--- config.mk ---
export PLATFORM = sky130hd
export DESIGN_NAME = mesi_isc_snoop_dispatch
export DESIGN_NICKNAME = d
export VERILOG_FILES = /design/src/rtl/mesi_isc_pkg.sv /design/src/rtl/mesi_isc_snoop_ack_tracker.sv /design/src/rtl/mesi_isc_snoop_dispatch.sv
export SDC_FILE = /design/constraint.sdc
export NUM_CORES = 1
export LEC_CHECK = 0
export BUFFER_PORTS_ARGS = -buffer_cell sky130_fd_sc_hd__buf_2
export CAP_MARGIN = 30
export CORE_ASPECT_RATIO = 0.6
export CORE_MARGIN = 1.5
export CORE_UTILIZATION = 48
export CTS_BUF_LIST = sky130_fd_sc_hd__clkbuf_4 sky130_fd_sc_hd__clkbuf_8
export DETAILED_ROUTE_END_ITERATION = 8
export GPL_TIMING_DRIVEN = 0
export HOLD_SLACK_MARGIN = 0.03
export MAX_ROUTING_LAYER = met4
export PLACE_DENSITY = 0.82
export SLEW_MARGIN = 20
export SYNTH_ARGS = -nofsm -noshare
export SYNTH_HDL_FRONTEND = slang
export SYNTH_SLANG_ARGS = --single-unit
--- constraint.sdc ---
create_clock -name clk -period 1.9 [get_ports clk]
set_input_delay 0.19 -clock clk [delete_from_list [all_inputs] [get_ports clk]]
set_output_delay 0.19 -clock clk [all_outputs]
set_load 0.02 [all_outputs]
--- src/rtl/mesi_isc_pkg.sv ---
// Shared types and widths for the MESI intersection controller snoop-dispatch path.
// Pure declarations: no latency, no flow control.
package mesi_isc_pkg;

  localparam int NUM_CPU      = 4;
  localparam int CBUS_CMD_W   = 3;
  localparam int ADDR_W       = 32;
  localparam int BROAD_TYPE_W = 2;
  localparam int BROAD_ID_W   = 7;

  typedef enum logic [CBUS_CMD_W-1:0] {
    CBUS_NOP      = 3'd0,
    CBUS_WR_SNOOP = 3'd1,
    CBUS_RD_SNOOP = 3'd2,
    CBUS_EN_WR    = 3'd3,
    CBUS_EN_RD    = 3'd4
  } cbus_cmd_e;

  typedef enum logic [BROAD_TYPE_W-1:0] {
    BREQ_NOP = 2'd0,
    BREQ_WR  = 2'd1,
    BREQ_RD  = 2'd2
  } breq_type_e;

  typedef enum logic [1:0] {
    ST_IDLE  = 2'd0,
    ST_SNOOP = 2'd1,
    ST_GRANT = 2'd2
  } state_e;

  // Every CPU except the originator has to be snooped.
  function automatic logic [NUM_CPU-1:0] snoop_mask(input logic [1:0] orig);
    logic [NUM_CPU-1:0] m;
    m       = '1;
    m[orig] = 1'b0;
    return m;
  endfunction

endpackage

--- src/rtl/mesi_isc_snoop_ack_tracker.sv ---
// Pending-snoop mask: loaded per transaction, bits cleared by acks; all_done flags the last ack.
// Clears take effect on the next edge; acks to non-pending bits are ignored.
module mesi_isc_snoop_ack_tracker
  import mesi_isc_pkg::*;
(
  input  logic               clk,
  input  logic               rst,
  input  logic               load,
  input  logic [NUM_CPU-1:0] load_mask,
  input  logic               track,
  input  logic [NUM_CPU-1:0] ack,
  output logic [NUM_CPU-1:0] pending,
  output logic               all_done
);

  logic [NUM_CPU-1:0] pending_q;
  logic [NUM_CPU-1:0] remaining;

  assign remaining = pending_q & ~ack;
  assign pending   = pending_q;
  assign all_done  = track && (remaining == '0);

  always_ff @(posedge clk or posedge rst) begin
    if (rst) begin
      pending_q <= '0;
    end else if (load) begin
      pending_q <= load_mask;
    end else if (track) begin
      pending_q <= remaining;
    end
  end

endmodule

--- src/rtl/mesi_isc_snoop_dispatch.sv ---
// Pops broadcast requests, snoops every non-originating CPU, then grants the originator.
// One transaction in flight; stalls indefinitely on missing acks and never pops while busy.
module mesi_isc_snoop_dispatch
  import mesi_isc_pkg::*;
#(
  parameter int CBUS_CMD_WIDTH   = CBUS_CMD_W,
  parameter int ADDR_WIDTH       = ADDR_W,
  parameter int BROAD_TYPE_WIDTH = BROAD_TYPE_W,
  parameter int BROAD_ID_WIDTH   = BROAD_ID_W
) (
  input  logic                          clk,
  input  logic                          rst,
  input  logic                          broad_fifo_status_empty_i,
  input  logic [ADDR_WIDTH-1:0]         broad_addr_i,
  input  logic [BROAD_TYPE_WIDTH-1:0]   broad_type_i,
  input  logic [1:0]                    broad_cpu_id_i,
  input  logic [BROAD_ID_WIDTH-1:0]     broad_id_i,
  input  logic [NUM_CPU-1:0]            cbus_ack_array_i,
  output logic                          broad_fifo_rd_o,
  output logic [NUM_CPU*CBUS_CMD_WIDTH-1:0] cbus_cmd_array_o,
  output logic [ADDR_WIDTH-1:0]         cbus_addr_o,
  output logic [BROAD_ID_WIDTH-1:0]     cur_id_o,
  output logic                          busy_o
);

  state_e                     state_q, state_d;
  breq_type_e                 type_q;
  logic [1:0]                 cpu_q;
  logic [ADDR_WIDTH-1:0]      addr_q;
  logic [BROAD_ID_WIDTH-1:0]  id_q;

  logic                       pop;
  logic                       load;
  logic                       track;
  logic                       is_req;
  logic [NUM_CPU-1:0]         pending;
  logic                       all_done;
  logic [CBUS_CMD_WIDTH-1:0]  snoop_cmd;
  logic [CBUS_CMD_WIDTH-1:0]  grant_cmd;
  logic [NUM_CPU-1:0][CBUS_CMD_WIDTH-1:0] cmd;

  assign is_req    = (broad_type_i == BREQ_WR) || (broad_type_i == BREQ_RD);
  assign snoop_cmd = (type_q == BREQ_WR) ? CBUS_CMD_WIDTH'(CBUS_WR_SNOOP)
                                         : CBUS_CMD_WIDTH'(CBUS_RD_SNOOP);
  assign grant_cmd = (type_q == BREQ_WR) ? CBUS_CMD_WIDTH'(CBUS_EN_WR)
                                         : CBUS_CMD_WIDTH'(CBUS_EN_RD);

  mesi_isc_snoop_ack_tracker u_ack_tracker (
    .clk       (clk),
    .rst       (rst),
    .load      (load),
    .load_mask (snoop_mask(broad_cpu_id_i)),
    .track     (track),
    .ack       (cbus_ack_array_i),
    .pending   (pending),
    .all_done  (all_done)
  );

  always_ff @(posedge clk or posedge rst) begin
    if (rst) begin
      state_q <= ST_IDLE;
    end else begin
      state_q <= state_d;
    end
  end

  always_comb begin
    state_d = state_q;
    pop     = 1'b0;
    load    = 1'b0;
    track   = 1'b0;
    cmd     = '0;
    case (state_q)
      ST_IDLE: begin
        // Gated by rst so the FIFO is never popped while the controller is held in reset.
        if (!broad_fifo_status_empty_i && !rst) begin
          pop = 1'b1;
          if (is_req) begin
            load    = 1'b1;
            state_d = ST_SNOOP;
          end
        end
      end
      ST_SNOOP: begin
        track = 1'b1;
        for (int i = 0; i < NUM_CPU; i++) begin
          if (pending[i]) cmd[i] = snoop_cmd;
        end
        if (all_done) state_d = ST_GRANT;
      end
      ST_GRANT: begin
        cmd[cpu_q] = grant_cmd;
        if (cbus_ack_array_i[cpu_q]) state_d = ST_IDLE;
      end
      default: state_d = ST_IDLE;
    endcase
  end

  // NOP entries are latched too, so addr/id always reflect the most recent pop.
  always_ff @(posedge clk or posedge rst) begin
    if (rst) begin
      type_q <= BREQ_NOP;
      cpu_q  <= '0;
      addr_q <= '0;
      id_q   <= '0;
    end else if (pop) begin
      type_q <= breq_type_e'(broad_type_i);
      cpu_q  <= broad_cpu_id_i;
      addr_q <= broad_addr_i;
      id_q   <= broad_id_i;
    end
  end

  assign broad_fifo_rd_o  = pop;
  assign cbus_cmd_array_o = cmd;
  assign cbus_addr_o      = addr_q;
  assign cur_id_o         = id_q;
  assign busy_o           = (state_q != ST_IDLE);

endmodule

==> results.md <==
* Status: completed
* Area after DPL at 0.00278 sq mm
* Share of the synthesized area in the top cell type at 56.4%
* Final Cell Area at 0.00297 sq mm
* Hold Violations, Final at 0
* Iter 0 DRT Violations at 35
* Largest cells by area after synthesis: dfrtp_1 (56%), mux2_2 (22%), nand3_1 (1.8%)
* Clock Sinks at 49
* Area delta synth->final at 36.5%
* Post-synthesis cell type count at 28
* Worst slew pin tran at 0.438 ns
* Min cycle time layout at 1.86 ns
* Post-route setup slack at 0.0365 ns
* Number of antenna violations at the first check in global routing at 0
* NumNets Final at 332
* H-tree levels at 2
* CTS tree: built
* Worst EP arrival at 1.67 ns
* Fin cells at 340
* Fin util at 70.1%
* Hold WC Path Type: input port to flop
* Number of diodes at 0
* CTS max path bufs at 2
* Post-route ant nets at 0
* HPWL Detailed at 3800 microns
* Post-Syn Instances at 167
* Total CTS buffers at 5
* Vias in the first global route at 1610
* Static leakage at 1.45 nW
* Chip Height at 55.1 microns
* Horiz. Die Dim at 89.9 microns
* TritonRoute pass-1 iters at 4
* I/O Pins at 103
* Fraction of layout cells with a size suffix above 1 at 62.5%
* DR DRC count at 0
* Crit path from: state_q[1]
* Pre-CTS setup slack at -0.0487 ns
* Starting Density at 51.4%
* Total global-route track usage at 21.7%
* VDD IR-drop max at 0.000926 V
* WL final at 5020 microns
* Commonest non-fill, non-tap cell in the layout: buf_2
* Dominant cell type by area after synthesis: dfrtp_1
* P per Cell Area at 1720 mW/mm^2
* Synthesized cell area at 0.00217 sq mm
* Required time of the critical path at 1.71 ns
* Fin crit share at 98.1%
* RD Place Congestion at 0.854
* Clk slew on worst S/H paths at 0.09 ns
* Hold Crit Start: broad_addr_i[14]
* Largest net degree at the start of global routing at 32
* Vias at 1700
* Sequential element share of the synthesized area at 56.4%
* Max_slew headroom at 70.8%
* #FFs+latches synth at 49
* Placed Cells at 330
* Die area at 0.00496 sq mm
* Critical path launch point type: flop
* Setup violations, final at 0
* Max Fclk at 537 MHz
* Crit Path Category: flop to output pin
* WL/cell at 14.8 microns
* First-pass GRT wire length at 7720 microns
* Layout Skew at 0.00620 ns
* CP Capture Type: output pin
* RSZ-0062 raised after global routing: yes
* Syn Area/Cell at 13.0 sq um
* Most frequent cells in the layout: buf_2 (99), dfrtp_1 (49), mux2_2 (43)
* CTS root buffer: clkbuf_8
* Grt ovf at 0
* Mapped Nets at 220
* IO buf count at 102
* Crit Path Max Fanout at 12
* YS warnings at 0
* Placement Rows at 18
* Critical R2R Launch: state_q[0]
* Post-DR vias/cell at 5.00
* Core ar. at 0.00423 sq mm
* Final max-slew violation count at 0
* Worst skew pair latency at 0.30 ns
* Max-cap violation count at 0
[Yosys cell counts, drive strengths merged]
cell,number
dfrtp,49
mux2,43
nand2,9
nand3,8
nor2,8
a21oi,7
buf,5
inv,5
nand2b,4
nor2b,4
clkbuf,3
ha,3
mux2i,3
o21ai,3
a211o,2
a211oi,2
a21boi,1
a31o,1
and3,1
mux4,1
nand4,1
nand4b,1
nor3b,1
o2111ai,1
xor2,1
[routing by layer]
| metal | GRT usage (%) | wire length (microns) |
|---|---|---|
| met4 | 8.73 | 44 |
| met5 | - | 0 |
| met3 | 5.87 | 294 |
| met1 | 27.0 | 2320 |
| met2 | 35.0 | 2360 |
[registers in the layout, indices dropped and copies added (netlist names)]
register / count
cbus_addr_o: 32
state_q: 2
type_q: 2
u_ack_tracker.pending: 4
cur_id_o: 7
cpu_q: 2
[logic make-up (layout without fill, tap and decap cells)]
group | count (synthesis) | in the layout | share of synthesized area, %
adder cells (fa/ha/maj) | 3 | 3 | 1.73
XOR/XNOR | 1 | 1 | 0.403
multiplexers | 47 | 47 | 24.7
buffers and inverters | 13 | 126 | 2.99
AO/OA/AOI/OAI | 17 | 17 | 5.29
AND/OR/NAND/NOR | 37 | 37 | 8.52
flip-flops | 49 | 49 | 56.4
[worst max-delay path, cell delays in order (launching register included)]
cell and delay [ns]:
dfrtp_1 0.40, inv_2 0.10, ha_2 0.32, nand3_1 0.14
a21oi_1 0.21, buf_2 0.20
[through the flow]
step | total power [mW] | TNS (ns) | hold WS, ns
after floorplan | 3.46 | 0 | 0.342
after global placement | 4.16 | -5.03 | 0.421
after detailed placement | 4.25 | -0.974 | 0.237
after CTS | 5.11 | 0 | 0.109
after global routing | 5.42 | -0.148 | 0.105
final | 5.12 | 0 | 0.115
[worst paths after layout]
| kind | end | slack [ns] | cells past startpoint |
|---|---|---|---|
| worst max-delay path | cbus_cmd_array_o[3] | 0.04 | 5 |
| worst min-delay path | cbus_addr_o[14] | 0.12 | 2 |
| worst max register to register | cur_id_o[3] | 0.07 | 7 |
| worst min register to register | cbus_addr_o[18] | 0.51 | 1 |
| max in group asynchronous | cbus_addr_o[12] | 0.93 | 4 |
| min in group asynchronous | state_q[1] | 0.47 | 3 |
[what timing repair did]
| action | CTS | global route |
|---|---|---|
| gates resized for setup | 7 | 8 |
| buffers inserted | 2 | 1 |
| hold buffers | 1 | 0 |
| endpoints found under the hold margin | 18 | 0 |
| setup endpoints to repair | 51 | 30 |
[where the power goes]
part           switching (mW)  internal [mW]  total, mW
Combinational            1.37           1.10       2.47
Sequential              0.316           1.57       1.88
Clock                   0.337          0.428      0.765
[layout make-up]
class	count	area, sq um
repair buffers	107	571
flip-flops and latches	49	1230
plain buffers	6	48.8
clock inverters	2	37.5
fillers	342	1270
inverters	5	18.8
clock buffers	6	82.6
multi-input cells	105	908
well taps	60	75.1
No activity file was read; power rests on OpenSTA's default activity.
